**src/rtl/rsa_modexp_engine.sv**
```systemverilog
// Constant-time modular exponentiation engine (msg^k mod n) shared by encrypt and decrypt.
// Right-to-left square-and-multiply built on a bit-serial interleaved shift-add modular multiplier.
module rsa_modexp_engine #(
  parameter int WIDTH_N     = 8,
  parameter int WIDTH_DEG   = 8,
  parameter int WIDTH_MSG_I = 8
) (
  input  logic                   clk,
  input  logic                   reset,
  input  logic                   start_i,
  input  logic                   eORd,
  input  logic [WIDTH_MSG_I-1:0] msg_i,
  input  logic [WIDTH_DEG-1:0]   e_i,
  input  logic [WIDTH_DEG-1:0]   d_i,
  input  logic [WIDTH_N-1:0]     n_i,
  output logic                   ready_o,
  output logic                   busy,
  output logic [WIDTH_N-1:0]     msg_o,
  output logic                   finish,
  output logic                   err_o
);

  localparam int CW = (WIDTH_N   > 1) ? $clog2(WIDTH_N)   : 1;
  localparam int IW = (WIDTH_DEG > 1) ? $clog2(WIDTH_DEG) : 1;
  localparam int AW = WIDTH_N + 2;

  if (WIDTH_MSG_I > WIDTH_N) begin : g_width_chk
    $error("WIDTH_MSG_I must not exceed WIDTH_N");
  end

  typedef enum logic [2:0] {S_IDLE, S_REDUCE, S_MUL, S_SQR, S_DONE} state_t;

  state_t               state_q, state_d;
  logic [WIDTH_N-1:0]   n_q, n_d;
  logic [WIDTH_DEG-1:0] k_q, k_d;
  logic [WIDTH_N-1:0]   a_q, a_d;
  logic [WIDTH_N-1:0]   b_q, b_d;
  logic [WIDTH_N-1:0]   acc_q, acc_d;
  logic [WIDTH_N-1:0]   base_q, base_d;
  logic [WIDTH_N-1:0]   res_q, res_d;
  logic [CW-1:0]        cnt_q, cnt_d;
  logic [IW-1:0]        idx_q, idx_d;
  logic                 errf_q, errf_d;
  logic [WIDTH_N-1:0]   msg_q, msg_d;
  logic                 err_q, err_d;
  logic                 finish_q, finish_d;

  // One modmul step: acc < n is kept invariant, so a >= n (REDUCE) still works.
  logic [AW-1:0]      nx, acc_sh, acc_r1, acc_add;
  logic [WIDTH_N-1:0] mm_n;
  logic               accept, last_bit, last_idx;

  always_comb begin
    nx      = AW'(n_q);
    acc_sh  = {1'b0, acc_q, 1'b0};
    acc_r1  = (acc_sh >= nx) ? (acc_sh - nx) : acc_sh;
    acc_add = acc_r1 + (a_q[WIDTH_N-1] ? AW'(b_q) : '0);
    mm_n    = (acc_add >= nx) ? WIDTH_N'(acc_add - nx) : WIDTH_N'(acc_add);
  end

  assign ready_o  = (state_q == S_IDLE) && !finish_q;
  assign busy     = (state_q != S_IDLE) || finish_q;
  assign msg_o    = msg_q;
  assign finish   = finish_q;
  assign err_o    = err_q;
  assign accept   = start_i && ready_o;
  assign last_bit = (cnt_q == CW'(WIDTH_N - 1));
  assign last_idx = (idx_q == IW'(WIDTH_DEG - 1));

  always_comb begin
    state_d  = state_q;
    n_d      = n_q;
    k_d      = k_q;
    a_d      = a_q;
    b_d      = b_q;
    acc_d    = acc_q;
    base_d   = base_q;
    res_d    = res_q;
    cnt_d    = cnt_q;
    idx_d    = idx_q;
    errf_d   = errf_q;
    msg_d    = msg_q;
    err_d    = err_q;
    finish_d = 1'b0;

    case (state_q)
      S_IDLE: begin
        if (accept) begin
          n_d    = n_i;
          k_d    = eORd ? e_i : d_i;
          acc_d  = '0;
          cnt_d  = '0;
          idx_d  = '0;
          base_d = '0;
          res_d  = '0;
          a_d    = WIDTH_N'(msg_i);
          b_d    = WIDTH_N'(1);
          if (n_i == '0) begin
            errf_d  = 1'b1;
            state_d = S_DONE;
          end else begin
            errf_d  = 1'b0;
            state_d = S_REDUCE;
          end
        end
      end

      S_REDUCE, S_MUL, S_SQR: begin
        acc_d = mm_n;
        a_d   = a_q << 1;
        cnt_d = cnt_q + CW'(1);
        if (last_bit) begin
          acc_d = '0;
          cnt_d = '0;
          case (state_q)
            S_REDUCE: begin
              base_d  = mm_n;
              res_d   = (n_q == WIDTH_N'(1)) ? '0 : WIDTH_N'(1);
              a_d     = (n_q == WIDTH_N'(1)) ? '0 : WIDTH_N'(1);
              b_d     = mm_n;
              state_d = S_MUL;
            end
            S_MUL: begin
              // Product is always computed; only the commit depends on the key bit.
              if (k_q[idx_q]) res_d = mm_n;
              a_d     = base_q;
              b_d     = base_q;
              state_d = S_SQR;
            end
            default: begin
              base_d = mm_n;
              a_d    = res_q;
              b_d    = mm_n;
              if (last_idx) begin
                state_d = S_DONE;
              end else begin
                idx_d   = idx_q + IW'(1);
                state_d = S_MUL;
              end
            end
          endcase
        end
      end

      S_DONE: begin
        msg_d    = res_q;
        err_d    = errf_q;
        finish_d = 1'b1;
        state_d  = S_IDLE;
      end

      default: state_d = S_IDLE;
    endcase
  end

  always_ff @(posedge clk or posedge reset) begin
    if (reset) begin
      state_q  <= S_IDLE;
      n_q      <= '0;
      k_q      <= '0;
      a_q      <= '0;
      b_q      <= '0;
      acc_q    <= '0;
      base_q   <= '0;
      res_q    <= '0;
      cnt_q    <= '0;
      idx_q    <= '0;
      errf_q   <= 1'b0;
      msg_q    <= '0;
      err_q    <= 1'b0;
      finish_q <= 1'b0;
    end else begin
      state_q  <= state_d;
      n_q      <= n_d;
      k_q      <= k_d;
      a_q      <= a_d;
      b_q      <= b_d;
      acc_q    <= acc_d;
      base_q   <= base_d;
      res_q    <= res_d;
      cnt_q    <= cnt_d;
      idx_q    <= idx_d;
      errf_q   <= errf_d;
      msg_q    <= msg_d;
      err_q    <= err_d;
      finish_q <= finish_d;
    end
  end

endmodule

```
**config.mk**
```make
export PLATFORM = sky130hd
export DESIGN_NAME = rsa_modexp_engine
export DESIGN_NICKNAME = d
export VERILOG_FILES = /design/src/rtl/rsa_modexp_engine.sv
export SDC_FILE = /design/constraint.sdc
export NUM_CORES = 1
export LEC_CHECK = 0
export ABC_CLOCK_PERIOD_IN_PS = 6500
export CAP_MARGIN = 20
export CORE_MARGIN = 4
export CORE_UTILIZATION = 29
export CTS_CLUSTER_DIAMETER = 150
export DETAILED_ROUTE_END_ITERATION = 8
export DONT_BUFFER_PORTS = 1
export MAX_ROUTING_LAYER = met4
export PLACE_DENSITY = 0.53
export SLEW_MARGIN = 15
export SYNTH_ARGS = -nofsm -noshare
export SYNTH_HDL_FRONTEND = slang
export SYNTH_SLANG_ARGS = --single-unit
```
**constraint.sdc**
```tcl
create_clock -name clk -period 6.5 [get_ports clk]
set_clock_uncertainty 0.05 [all_clocks]
set_input_delay 1.3 -clock clk [delete_from_list [all_inputs] [get_ports clk]]
set_output_delay 1.3 -clock clk [all_outputs]
set_load 0.02 [all_outputs]
```
==> results of run 1 <==
routing by layer:
layer / global-route usage / wire [um] / up-vias / share of wire
met5: - / 0 / - / 0
met4: 0.0357 / 104 / 0 / 0.0097
met3: 0.0419 / 466 / 8 / 0.043
met2: 0.221 / 5380 / 59 / 0.50
met1: 0.166 / 4800 / 1637 / 0.45
li1: - / - / 1650 / -
Yosys cell counts, types with 4 or more instances:
cell type and instances:
dfrtp_1 69, nand2_1 59, o21ai_0 50, nor2_1 46
ha_1 28, mux2i_1 25, a21oi_1 24, inv_1 19
xnor2_1 12, mux2_2 11, clkbuf_1 10, and2_1 9
nand3_1 8, a221oi_1 7, a22o_1 7, a211oi_1 5
nand2b_1 5, nor2b_1 5, nor3_1 4
path summary, 6_finish.rpt:
kind | startpoint | to | slack (ns) | cells past startpoint
min in group asynchronous | reset | idx_q[0] | 1.07 | 2
setup reg to reg | n_q[5] | b_q[5] | 0.58 | 23
hold / removal | k_q[3] | k_q[3] | 0.42 | 2
max in group asynchronous | reset | acc_q[7] | 4.74 | 2
hold reg to reg | k_q[3] | k_q[3] | 0.42 | 2
setup / recovery | n_q[5] | b_q[5] | 0.58 | 23
logic make-up (layout without fill, tap and decap cells):
kind of cell | after synthesis | after routing | share of synthesized area
DFF | 69 | 69 | 0.397
buffers and inverters | 36 | 36 | 0.0400
xor gates and xnor gates | 15 | 15 | 0.0302
AOI/OAI and AO/OA | 120 | 120 | 0.173
and+or+nand+nor | 155 | 155 | 0.162
muxes | 40 | 40 | 0.103
adders and majority gates | 31 | 31 | 0.0943
stage by stage:
stage / worst slack, ns / hold WS, ns
after global placement: 0.683 / 0.411
after CTS: 0.553 / 0.427
after global routing: 0.166 / 0.444
final: 0.576 / 0.419
after detailed placement: 0.548 / 0.413
after floorplan: 1.04 / 0.390
cell type report:
class | instances | share of cell area
Clock buffer | 13 | 0.0563
Clock inverter | 1 | 0.00625
Inverter | 19 | 0.0149
Multi-Input combinational cell | 361 | 0.510
Sequential cell | 69 | 0.360
Tap cell | 184 | 0.0480
Timing Repair Buffer | 3 | 0.00469
worst min-delay path: cells and delay by family (launching register included):
| kind | cells | cell delay [ns] |
|---|---|---|
| compound gates | 1 | 0.06 |
| simple gates | 1 | 0.04 |
| flops | 1 | 0.33 |
sequential cells by signal, summed over array words and instances, names as in the netlist:
signal and flops:
n_q 8, res_q 8, idx_q 3, msg_o 8, b_q 8, finish 1
errf_q 1, err_o 1, k_q 8, cnt_q 3, state_q 3, base_q 1
a_q 8, acc_q 8
==> results.sh, run 1 <==
export IMPL_ctsHoldBuffers=0
export IMPL_grt_overflow=0
export IMPL_cts_sinks=69
export IMPL_cap_violations=0
export IMPL_synth_top_area_cell="dfrtp_1"
export IMPL_start_kind="register"
export IMPL_slew_violations=0
export IMPL_synth_edf_count=0
export IMPL_cp_top_family="compound AO/OA/AOI/OAI gates"
export IMPL_final_nets=530
export IMPL_multi_input_area_um2=2450
export IMPL_clockBufferDepth=2
export IMPL_cts_root_buf="clkbuf_16"
export IMPL_ys_top_cells_by_area="dfrtp_1 40%, ha_1 8.1%, mux2i_1 5.8%"
export IMPL_wl_per_cell_um=16.5
export IMPL_yosysUniqueCellTypes=57
export IMPL_hold_class="register to register"
export IMPL_synth_cells=466
export IMPL_cts_buffers=9
export IMPL_post_route_period_util=0.911
export IMPL_end_kind="register"
export IMPL_h_tree_depth=3
export IMPL_critPathKind="register to register"
export IMPL_finalSetupTns_ns=0
export IMPL_place_area_um2=4500
export IMPL_hpwl_um=8260
export IMPL_worstPathRequired_ns=6.65
export IMPL_portBuffers=0
export IMPL_worst_pin_slew_ns=0.935
export IMPL_synth_nets=533
export IMPL_final_util=0.329
export IMPL_path_clk_slew_ns=0.05
export IMPL_wl_um=10700
export IMPL_num_vias=3354
export IMPL_post_place_cells=636
export IMPL_area_growth_pct=10.4
export IMPL_ctsResizeCount=0
export IMPL_first_pass_iters=5
export IMPL_path_cells="inv_1 > ha_1 > a211oi_2 > nor2_1 > or3_2 > nor3_1 > buf_4 > mux2i_1 > inv_1 > fa_1 > nor2b_1 > o31a_1 > o31a_1 > a21oi_1 > ha_1 > a21oi_1 > nand2_1 > a21oi_1 > o21ai_0 > a2111oi_0 > a31o_1 > mux2i_1 > o21ai_0"
export IMPL_path_buf_inv=3
export IMPL_grt_pass1_vias=3443
export IMPL_initial_core_util=0.298
export IMPL_status="finished, final reports clean"
export IMPL_rows=44
export IMPL_grt_max_degree=70
export IMPL_final_cell_mix="69 x dfrtp_1, 59 x nand2_1, 50 x o21ai_0"
export IMPL_fin_crit_ns=5.92
export IMPL_cpMostUsedCell="a21oi_1"
export IMPL_final_common_cell="dfrtp_1"
export IMPL_drt_iter0_drc=174
export IMPL_slowest_stage="or3_2"
export IMPL_critPathMaxStageDelay_ns=0.49
export IMPL_ys_seq_elements=69
export IMPL_avgSynthCellArea_um2=9.34
export IMPL_ios=48
export IMPL_drc_errors=0
export IMPL_fin_area_um2=4800
export IMPL_die_w_um=130
export IMPL_ant_nets=0
export IMPL_gr_usage_all_layers=0.136
export IMPL_syn_area_um2=4350
export IMPL_clock_latency_ns=0.34
export IMPL_fmax_ghz=0.169
export IMPL_synthArstFlopShare=1.00
export IMPL_final_cells=650
export IMPL_diodes=0
export IMPL_cts_tree="yes"
export IMPL_die_area_um2=17000
export IMPL_rsz0062_at_grt="no"
export IMPL_grt_first_pass_wirelength_um=17600
export IMPL_synth_top_cell_area_share=0.397
export IMPL_path_max_fanout=13
export IMPL_antenna_found_initial=0
export IMPL_drive_above_1_share=0.0880
export IMPL_regArea_um2=1730
export IMPL_final_hold_viol_count=0
export IMPL_ys_flop_type="dfrtp_1"
export IMPL_slew_headroom=0.375
export IMPL_cts_setup_buffers=0
export IMPL_dieHeight_um=130
export IMPL_yosysSeqAreaShare=0.397
export IMPL_worst_endpoint_arrival_ns=6.07
export IMPL_setup_viol=0
export IMPL_vias_per_cell=5.16
export IMPL_ys_warn_count=0
export IMPL_fill_cells=1500
export IMPL_gp_congestion=0.862
export IMPL_core_area_um2=14600
Power of run 1 is not shown: default switching activity piles up to over one toggle a cycle in this logic, so the estimate is an artifact.
==> inputs of run 2 (changes only) <==
--- a/config.mk
+++ b/config.mk
@@ -7,13 +7,13 @@
 export LEC_CHECK = 0
 export ABC_CLOCK_PERIOD_IN_PS = 6500
 export CAP_MARGIN = 20
-export CORE_MARGIN = 4
+export CORE_MARGIN = 8
 export CORE_UTILIZATION = 29
 export CTS_CLUSTER_DIAMETER = 150
 export DETAILED_ROUTE_END_ITERATION = 8
 export DONT_BUFFER_PORTS = 1
 export MAX_ROUTING_LAYER = met4
-export PLACE_DENSITY = 0.53
+export PLACE_DENSITY_LB_ADDON = 0.1
 export SLEW_MARGIN = 15
 export SYNTH_ARGS = -nofsm -noshare
 export SYNTH_HDL_FRONTEND = slang
==> results.sh, run 2 (same netlist as run 1, synthesis figures left out) <==
export IMPL_final_hold_viol_count=0
export IMPL_final_cell_mix="69 x dfrtp_1, 59 x nand2_1, 50 x o21ai_0"
export IMPL_path_clk_slew_ns=0.06
export IMPL_final_common_cell="dfrtp_1"
export IMPL_final_nets=532
export IMPL_antenna_found_initial=0
export IMPL_h_tree_depth=3
export IMPL_critPathCapture="b_q[6]"
export IMPL_area_growth_pct=10.6
export IMPL_fin_crit_ns=5.92
export IMPL_rows=44
export IMPL_grt_max_degree=70
export IMPL_gr_usage_met1=0.145
export IMPL_ctsResizeCount=0
export IMPL_vias_per_cell=5.14
export IMPL_worst_endpoint_arrival_ns=6.06
export IMPL_slew_violations=0
export IMPL_gr_usage_all_layers=0.127
export IMPL_core_area_um2=14600
export IMPL_r2r_end="b_q[6]"
export IMPL_cts_tree="yes"
export IMPL_worstPathRequired_ns=6.65
export IMPL_cts_root_buf="clkbuf_16"
export IMPL_clock_latency_ns=0.34
export IMPL_grt_first_pass_wirelength_um=18700
export IMPL_drc_errors=0
export IMPL_path_max_fanout=13
export IMPL_startpoint="n_q[5]"
export IMPL_r2r_worst_path_cells=23
export IMPL_hold_class="register to register"
export IMPL_multi_input_area_um2=2450
export IMPL_cap_violations=0
export IMPL_r2r_start="n_q[5]"
export IMPL_diodes=0
export IMPL_setup_viol=0
export IMPL_use_met2=0.208
export IMPL_drive_above_1_share=0.0979
export IMPL_worst_pin_slew_ns=0.942
export IMPL_start_kind="register"
export IMPL_slew_headroom=0.372
export IMPL_wl_um=11800
export IMPL_cts_buffers=9
export IMPL_grt_pass1_vias=3426
export IMPL_ctsHoldBuffers=0
export IMPL_num_vias=3359
export IMPL_post_route_period_util=0.910
export IMPL_initial_core_util=0.298
export IMPL_ios=48
export IMPL_dieHeight_um=138
export IMPL_drt_iter0_drc=219
export IMPL_end_kind="register"
export IMPL_gp_congestion=0.892
export IMPL_regArea_um2=1730
export IMPL_hpwl_um=8960
export IMPL_critPathKind="register to register"
export IMPL_clockBufferDepth=2
export IMPL_grt_overflow=0
export IMPL_fmax_ghz=0.169
export IMPL_portBuffers=0
export IMPL_rsz0062_at_grt="no"
export IMPL_first_pass_iters=4
export IMPL_wl_per_cell_um=18.0
export IMPL_grtUsageMet3=0.0329
export IMPL_grt_busiest_layer="met2"
export IMPL_status="finished, final reports clean"
export IMPL_final_util=0.330
export IMPL_holdWs_ns=0.421
export IMPL_cts_setup_buffers=0
export IMPL_r2r_slack_ns=0.58
export IMPL_die_w_um=138
export IMPL_finalSetupTns_ns=0
export IMPL_cts_sinks=69
export IMPL_ant_nets=0
export IMPL_die_area_um2=19200
export IMPL_fill_cells=1505
run 2: cell type report:
class / instances / share of cell area
Tap cell: 184 / 0.0478
Multi-Input combinational cell: 361 / 0.510
Timing Repair Buffer: 5 / 0.00780
Clock inverter: 4 / 0.00988
Sequential cell: 69 / 0.359
Inverter: 19 / 0.0148
Clock buffer: 12 / 0.0512
run 2: metal layers:
metal / up-vias / part of all wire
met5: - / 0
met4: 0 / 0.026
met3: 18 / 0.037
met2: 58 / 0.49
met1: 1619 / 0.45
li1: 1664 / -
run 2: critical path, cell delays in order (launching register included):
cell and delay, ns:
dfrtp_1 0.38, inv_1 0.15, ha_1 0.32, a211oi_2 0.25, nor2_1 0.10, or3_2 0.49
nor3_1 0.15, buf_4 0.21, mux2i_1 0.31, inv_1 0.10, fa_1 0.44, nor2b_1 0.18
o31a_1 0.20, o21ai_0 0.09, a21oi_1 0.21, ha_1 0.33, a21oi_1 0.16, nand2_1 0.06
a21oi_1 0.12, o21ai_0 0.12, a2111oi_0 0.38, a31o_2 0.35, mux2i_1 0.44, o21ai_0 0.17
run 2: metrics by stage:
| stage | std cells | area, um^2 | setup slack, ns |
|---|---|---|---|
| 3_3_place_gp | 638 | 4520 | 0.560 |
| 6_report | 654 | 4810 | 0.585 |
| 3_5_place_dp | 638 | 4520 | 0.343 |
| 2_1_floorplan | 466 | 4350 | 1.04 |
| 4_1_cts | 654 | 4810 | 0.335 |
| 5_1_grt | 654 | 4810 | 0.152 |
run 2: worst min path at each step:
stage                      start     end  slack, ns  cells after the start
after global routing      errf_q  errf_q       0.46                      2
after detailed placement  k_q[1]  k_q[1]       0.42                      2
after global placement    k_q[1]  k_q[1]       0.41                      2
after floorplan           errf_q  errf_q       0.39                      2
final                     k_q[1]  k_q[1]       0.42                      2
after CTS                 k_q[1]  k_q[1]       0.43                      2
Power of run 2 is left out for the same reason.
